--- src/rtl/gold_nic.sv ---
// Network interface between a processing element and a router PE port.
// It holds one outgoing packet and one incoming packet behind a 4-entry register window.
module gold_nic #(
  parameter int DATA_W = 64,
  parameter int VC_BIT = 63
) (
  input  logic              clk,
  input  logic              reset,
  input  logic [1:0]        addr,
  input  logic [DATA_W-1:0] d_in,
  output logic [DATA_W-1:0] d_out,
  input  logic              nicEn,
  input  logic              nicWrEn,
  output logic              net_so,
  input  logic              net_ro,
  output logic [DATA_W-1:0] net_do,
  input  logic              net_polarity,
  input  logic              net_si,
  output logic              net_ri,
  input  logic [DATA_W-1:0] net_di
);

  localparam logic [1:0] ADDR_IN_BUF   = 2'b00;
  localparam logic [1:0] ADDR_IN_STAT  = 2'b01;
  localparam logic [1:0] ADDR_OUT_BUF  = 2'b10;
  localparam logic [1:0] ADDR_OUT_STAT = 2'b11;

  logic [DATA_W-1:0] in_buf;
  logic              in_full;
  logic [DATA_W-1:0] out_buf;
  logic              out_full;

  logic rd_en;
  logic wr_en;
  logic rx_fire;
  logic rd_in_clear;
  logic wr_out_ok;

  // Handshake: a transfer happens on a rising edge only when the sender's
  // send (net_si / net_so) and the receiver's ready (net_ri / net_ro) are both
  // high in that cycle; neither side drops its offer until that edge.
  assign net_ri = !reset && !in_full;
  assign net_so = !reset && out_full && net_ro && (net_polarity == out_buf[VC_BIT]);
  assign net_do = out_buf;

  assign rd_en       = nicEn && !nicWrEn;
  assign wr_en       = nicEn && nicWrEn;
  assign rx_fire     = net_si && net_ri;
  assign rd_in_clear = rd_en && (addr == ADDR_IN_BUF) && in_full;
  // out_full is sampled before the send clears it, so a write that collides
  // with a send is dropped and must be retried.
  assign wr_out_ok   = wr_en && (addr == ADDR_OUT_BUF) && !out_full;

  always_comb begin
    d_out = '0;
    if (rd_en) begin
      unique case (addr)
        ADDR_IN_BUF:   d_out = in_buf;
        ADDR_IN_STAT:  d_out = {{(DATA_W-1){1'b0}}, in_full};
        ADDR_OUT_BUF:  d_out = out_buf;
        ADDR_OUT_STAT: d_out = {{(DATA_W-1){1'b0}}, out_full};
        default:       d_out = '0;
      endcase
    end
  end

  always_ff @(posedge clk) begin
    if (reset) begin
      in_buf   <= '0;
      in_full  <= 1'b0;
      out_buf  <= '0;
      out_full <= 1'b0;
    end else begin
      // Receive and clear are mutually exclusive: net_ri is low while full.
      if (rx_fire) begin
        in_buf  <= net_di;
        in_full <= 1'b1;
      end else if (rd_in_clear) begin
        in_full <= 1'b0;
      end

      if (net_so) begin
        out_full <= 1'b0;
      end else if (wr_out_ok) begin
        out_buf  <= d_in;
        out_full <= 1'b1;
      end
    end
  end

endmodule

--- config.mk ---
export PLATFORM = sky130hd
export DESIGN_NAME = gold_nic
export DESIGN_NICKNAME = d
export VERILOG_FILES = /design/src/rtl/gold_nic.sv
export SDC_FILE = /design/constraint.sdc
export NUM_CORES = 1
export LEC_CHECK = 0
export ABC_CLOCK_PERIOD_IN_PS = 3800
export CELL_PAD_IN_SITES_DETAIL_PLACEMENT = 1
export CELL_PAD_IN_SITES_GLOBAL_PLACEMENT = 1
export CORE_ASPECT_RATIO = 1.4
export CORE_MARGIN = 5
export CORE_UTILIZATION = 31
export DETAILED_ROUTE_END_ITERATION = 8
export PLACE_DENSITY = 0.91
export SYNTH_ARGS = -nofsm -noshare
export SYNTH_HDL_FRONTEND = slang
export SYNTH_SLANG_ARGS = --single-unit
--- constraint.sdc ---
create_clock -name clk -period 3.8 [get_ports clk]
set_clock_uncertainty 0.2 [all_clocks]
set_input_delay 0.95 -clock clk [delete_from_list [all_inputs] [get_ports clk]]
set_output_delay 0.95 -clock clk [all_outputs]
set_load 0.03 [all_outputs]
==> results of run 1 <==
[layer usage]
metal | GRT usage (%) | up-vias | wire length, um | share of wire (%)
met5 | 0 | - | 0 | 0
met4 | 9.45 | 0 | 769 | 3.7
met2 | 37.2 | 188 | 11200 | 53
met1 | 20.4 | 2680 | 7840 | 37
li1 | - | 2674 | - | -
met3 | 4.40 | 41 | 1160 | 5.5
[where the power goes]
part | leakage [nW] | switching, mW | internal, mW
clock network | 0.304 | 0.603 | 1.14
logic | 2.03 | 0.199 | 0.222
registers | 1.06 | 0.0428 | 1.43
[cell families (layout without fill, tap and decap cells)]
group | count (synthesis) | in the layout | synth area share, %
AND/OR/NAND/NOR | 268 | 268 | 18.7
XOR/XNOR | 1 | 1 | 0.158
buffers and inverters | 55 | 314 | 6.09
other | 0 | 1 | 0
multiplexers | 65 | 65 | 12.0
flip-flops | 130 | 130 | 46.9
AO/OA/AOI/OAI | 129 | 129 | 16.1
[worst max-delay path by stage]
stage | start | to | slack [ns]
detailed placement | addr[1] | d_out[0] | -0.10
CTS | nicEn | d_out[38] | 0.12
global route | addr[1] | d_out[38] | 0.05
finish | nicEn | d_out[38] | 0.12
global placement | addr[1] | d_out[0] | -0.12
floorplan | nicWrEn | d_out[10] | 0.71
[sequential cells by signal, summed over array words and instances, names as in the netlist]
signal,flops
in_buf,64
net_do,64
in_full,1
out_full,1
[worst min-delay path, stage by stage (launching register included)]
cell and delay (ns):
dfxtp_1 0.31, nand2_1 0.05, o21ai_1 0.05
[layout by cell type (no fill, tap or decap), types with 2 or more instances in the layout]
cell / count
a22o_1: 63
buf_12: 9
buf_4: 69
bufinv_16: 3
clkbuf_16: 17
clkbuf_8: 6
clkdlybuf4s50_1: 202
clkinv_2: 2
clkinvlp_4: 3
dfxtp_1: 130
mux2i_1: 64
nand2_1: 258
nand2b_1: 2
nor2_1: 2
nor3_4: 2
o21ai_0: 44
o21ai_1: 20
[timing repair]
item                       in CTS  in global routing
resized for setup               1                  0
buffers inserted                0                  0
setup endpoints to repair       1                  0
hold endpoints to repair        0                  0
[layout make-up]
type	count	area (sq um)	share of cell area [%]
clock inverters	8	123	1.38
clock buffers	24	512	5.75
multi-input cells	463	2620	29.5
flip-flops and latches	130	2600	29.2
repair buffers	281	2730	30.7
diodes	1	2.50	0.0281
well taps	240	300	3.37
inverters	1	8.76	0.0984
==> impl_metrics.ini, run 1 <==
[status]
status = complete, no violations

[critical_path]
path_class = primary input to primary output
path_buf_inv = 3
required_ns = 2.65
crit_fanout = 32
critical-path-top-delay-family = buffers and inverters
arrival_ns = 2.53
worstRegToRegCells = 3
cp.depth = 6
r2r-end = in_buf[16]
path_cells = clkdlybuf4s50_1 > nand2b_1 > nor3_4 > buf_12 > a22o_1 > buf_4
cp_slowest_cell = clkdlybuf4s50_1
r2r_setup_slack_ns = 2.17
cp-end-kind = primary output
cp_slowest_stage_delay_ns = 0.49
r2r_start = in_full
cp-start-kind = primary input

[clock_network]
clk_path_buf_depth = 2
cts_tree = done
cts-root-buf = clkbuf_16
h-tree-depth = 4
clock_latency_ns = 0.41
cts.clk_slew.worst_paths_ns = 0.06
clkSinkCount = 130
numCtsBuffers = 17
holdBufCountCts = 0

[routing]
ant_nets = 0
drtPass1Iterations = 4
vias_per_cell = 4.86
drt-total-wl_um = 20900
drc = 0
wire_per_inst_um = 18.2
drt_iter0_drc = 263
vias = 5583

[die]
dieArea_sq_mm = 0.0207
coreArea_sq_mm = 0.0178
rows = 58
start_util_pct = 31.2
fp.dieH_um = 168
io_pins = 267
fp.dieW_um = 123

[power]
power_mw = 3.63
peakVddDrop_uv = 246
p_leak_nw = 3.39
power_density_mw_per_mm2 = 408

[sta]
final.setup.tns_ns = 0
hold_viol = 0
rsz0062_at_grt = false
worstMarginPinSlew_ns = 0.449
setup_ws_ns = 0.116
fin_crit_ns = 3.68
relSlewSlack_pct = 70.1
period_share_pct = 96.9
whs_ns = 0.249
setup_viol = 0
drv_slew = 0
timing.fmax_ghz = 0.271

[synth]
postSynthCellCount = 648
ys_ff_latch = 130
synth_edf_count = 0
yosysUniqueCellTypes = 26
synth_most_common_cell = nand2_1
synthArstFlopShare_pct = 0
synth_area_leaders = dfxtp_1, nand2_1, mux2i_1
synthTopCellsByCount = nand2_1, dfxtp_1, mux2i_1, a22o_1, o21ai_0
synth_ff_type = dfxtp_1
mappedNetlistNets = 785
synth_top_area_share_pct = 46.9
synth_area_leader_cell = dfxtp_1
avgSynthCellArea_sq_um = 8.56
yosysSeqAreaShare_pct = 46.9
synth.cell_area_sq_mm = 0.00555
yosysWarnings = 0

[min_path]
min_to = in_buf[24]
holdPathStages = 2
hp-start = in_buf[24]
hold_class = flop to flop

[global_routing]
antenna_found_initial = 1
grt_usage_pct = 19.9
grt_pass1_vias = 6012
grt_overflow = 0
grt_max_degree = 67
grt_pass1_wl_um = 32100

[layout]
syn2layout_area_growth_pct = 60.5
drive_gt1_share_pct = 12.6
instances_no_fill = 1148
n_fill_cell = 2057
final_area_sq_mm = 0.00890
final_util_pct = 50.1
nNetsFinal = 1031

[placed_design]
place_ws_ns = -0.104
placed_area_sq_mm = 0.00826
gp_congestion = 0.793
io_buffers = 266
dp_hpwl_um = 15100
dp.cells = 1115

[job]
maxCapViolCount = 0
Note: power is estimated with default switching activity, not from simulation.
==> run 2: changes to the inputs <==
--- a/config.mk
+++ b/config.mk
@@ -14,2 +14,3 @@
 export DETAILED_ROUTE_END_ITERATION = 8
+export HOLD_SLACK_MARGIN = 0.06
 export PLACE_DENSITY = 0.91
==> constraint.sdc (replaced) <==
create_clock -name clk -period 3.8 [get_ports clk]
set_clock_uncertainty 0.2 [all_clocks]
set_input_delay 0.76 -clock clk [delete_from_list [all_inputs] [get_ports clk]]
set_output_delay 0.76 -clock clk [all_outputs]
set_load 0.03 [all_outputs]
==> impl_metrics.ini, run 2 (synthesis results as in run 1) <==
[sta]
period_share_pct = 94.2
relSlewSlack_pct = 58.4
whs_ns = 0.254
rsz0062_at_grt = false
worstMarginPinSlew_ns = 0.623
fin_crit_ns = 3.58
hold_viol = 0
drv_slew = 0
setup_ws_ns = 0.219
timing.fmax_ghz = 0.279
setup_viol = 0
final.setup.tns_ns = 0

[critical_path]
cp-end-kind = primary output
cp_slowest_cell = clkdlybuf4s50_1
crit_fanout = 2
arrival_ns = 2.62
path_class = primary input to primary output
required_ns = 2.84
cp_slowest_stage_delay_ns = 0.61
cp-start-kind = primary input
crit_top_cell = clkdlybuf4s50_1
path_cells = clkdlybuf4s50_1 > mux4_1 > nor2b_1 > clkdlybuf4s50_1

[power]
power_mw = 3.41
clock_power_share_pct = 44.6
combPwrFrac_pct = 12.3
power.switching_fraction_pct = 23.7
switchingPower_mw = 0.808
p_leak_nw = 3.34
peakVddDrop_uv = 231
power_frac_seq_pct = 43.1
internal_power_mw = 2.60
power_density_mw_per_mm2 = 388

[layout]
drive_gt1_share_pct = 12.1
nNetsFinal = 1031
syn2layout_area_growth_pct = 58.5
mostFrequentLayoutCell = nand2_1
mostFrequentLayoutCells = nand2_1, clkdlybuf4s50_1, dfxtp_1

[placed_design]
io_buffers = 266
dp_hpwl_um = 15100
place_ws_ns = 0.225
gp_congestion = 0.785

[routing]
drt_iter0_drc = 304
ant_nets = 0
wire_per_inst_um = 18.0
drtPass1Iterations = 5
vias_per_cell = 4.85
drc = 0
vias = 5562
drt-total-wl_um = 20600

[die]
fp.dieH_um = 168
rows = 58
dieArea_sq_mm = 0.0207
coreArea_sq_mm = 0.0178
start_util_pct = 31.2
io_pins = 267
fp.dieW_um = 123

[global_routing]
grt_overflow = 0
grt_pass1_wl_um = 31700
antenna_found_initial = 4
grt_max_degree = 85
grt_pass1_vias = 5882
grt_usage_pct = 19.6

[clock_network]
cts.clk_slew.worst_paths_ns = 0.06
clk_path_buf_depth = 2
clock_latency_ns = 0.41
numCtsBuffers = 17
cts_resized = 0
cts_tree = done
holdBufCountCts = 0
cts-root-buf = clkbuf_16
clkSinkCount = 130
post_cts_buffers = 0
h-tree-depth = 4

[min_path]
hold_class = flop to flop

[job]
maxCapViolCount = 0

[status]
status = complete, no violations
[run 2: cell types whose count changed in the layout (fill, tap and decap cells not counted)]
cell	delta
clkdlybuf4s50_1	+1
clkinvlp_4	-1
clkbuf_1	+1
diode_2	+2
buf_4	+2
clkbuf_8	-2
buf_12	-2
dlygate4sd2_1	-1
bufinv_16	-2
[run 2: cell type report]
type | count | area [sq um]
inverters | 1 | 8.76
clock buffers | 23 | 488
multi-input cells | 463 | 2620
diodes | 3 | 7.51
clock inverters | 5 | 55.1
fillers | 2066 | 8990
well taps | 240 | 300
repair buffers | 281 | 2710
flip-flops and latches | 130 | 2600
[run 2: worst paths after layout]
kind	slack [ns]	depth (start not counted)	start	to
setup / recovery	0.22	4	addr[1]	d_out[0]
hold / removal	0.25	2	in_buf[32]	in_buf[32]
setup reg to reg	2.03	3	in_full	in_buf[12]
hold reg to reg	0.25	2	in_buf[32]	in_buf[32]
[run 2: worst max-delay path, delay by kind of cell]
family	cells	cell delay, ns
buf+inv	2	1.15
mux	1	0.57
simple gates	1	0.14
[run 2: through the flow]
stage / cells / util, % / cell area (sq um)
4_1_cts: 1143 / 49.4 / 8780
6_report: 1146 / 49.4 / 8790
2_1_floorplan: 648 / - / 5550
3_5_place_dp: 1115 / 46.3 / 8240
3_3_place_gp: 1115 / 46.3 / 8240
5_1_grt: 1146 / 49.4 / 8790
[run 2: power by group through the flow]
stage	clock network [mW]	registers [mW]	logic, mW
6_report	1.52	1.47	0.418
5_1_grt	1.62	1.48	0.452
4_1_cts	1.56	1.47	0.422
3_5_place_dp	0	1.50	0.419
3_3_place_gp	0	1.49	0.407
2_1_floorplan	0	1.51	0.165
[run 2: routing by layer]
| layer | GRT usage [%] | vias to the layer above | routed length, um |
|---|---|---|---|
| met5 | 0 | - | 11 |
| met4 | 10.1 | 2 | 875 |
| met3 | 5.31 | 52 | 1330 |
| met2 | 35.0 | 195 | 10900 |
| met1 | 20.8 | 2642 | 7520 |
| li1 | - | 2671 | - |
==> run 3: changes to the inputs <==
Settings changed: GPL_TIMING_DRIVEN from default to 1, SETUP_SLACK_MARGIN from default to 0.02.
==> results of run 3 <==
The final DEF is identical to that of run 2; final timing and power are the same.
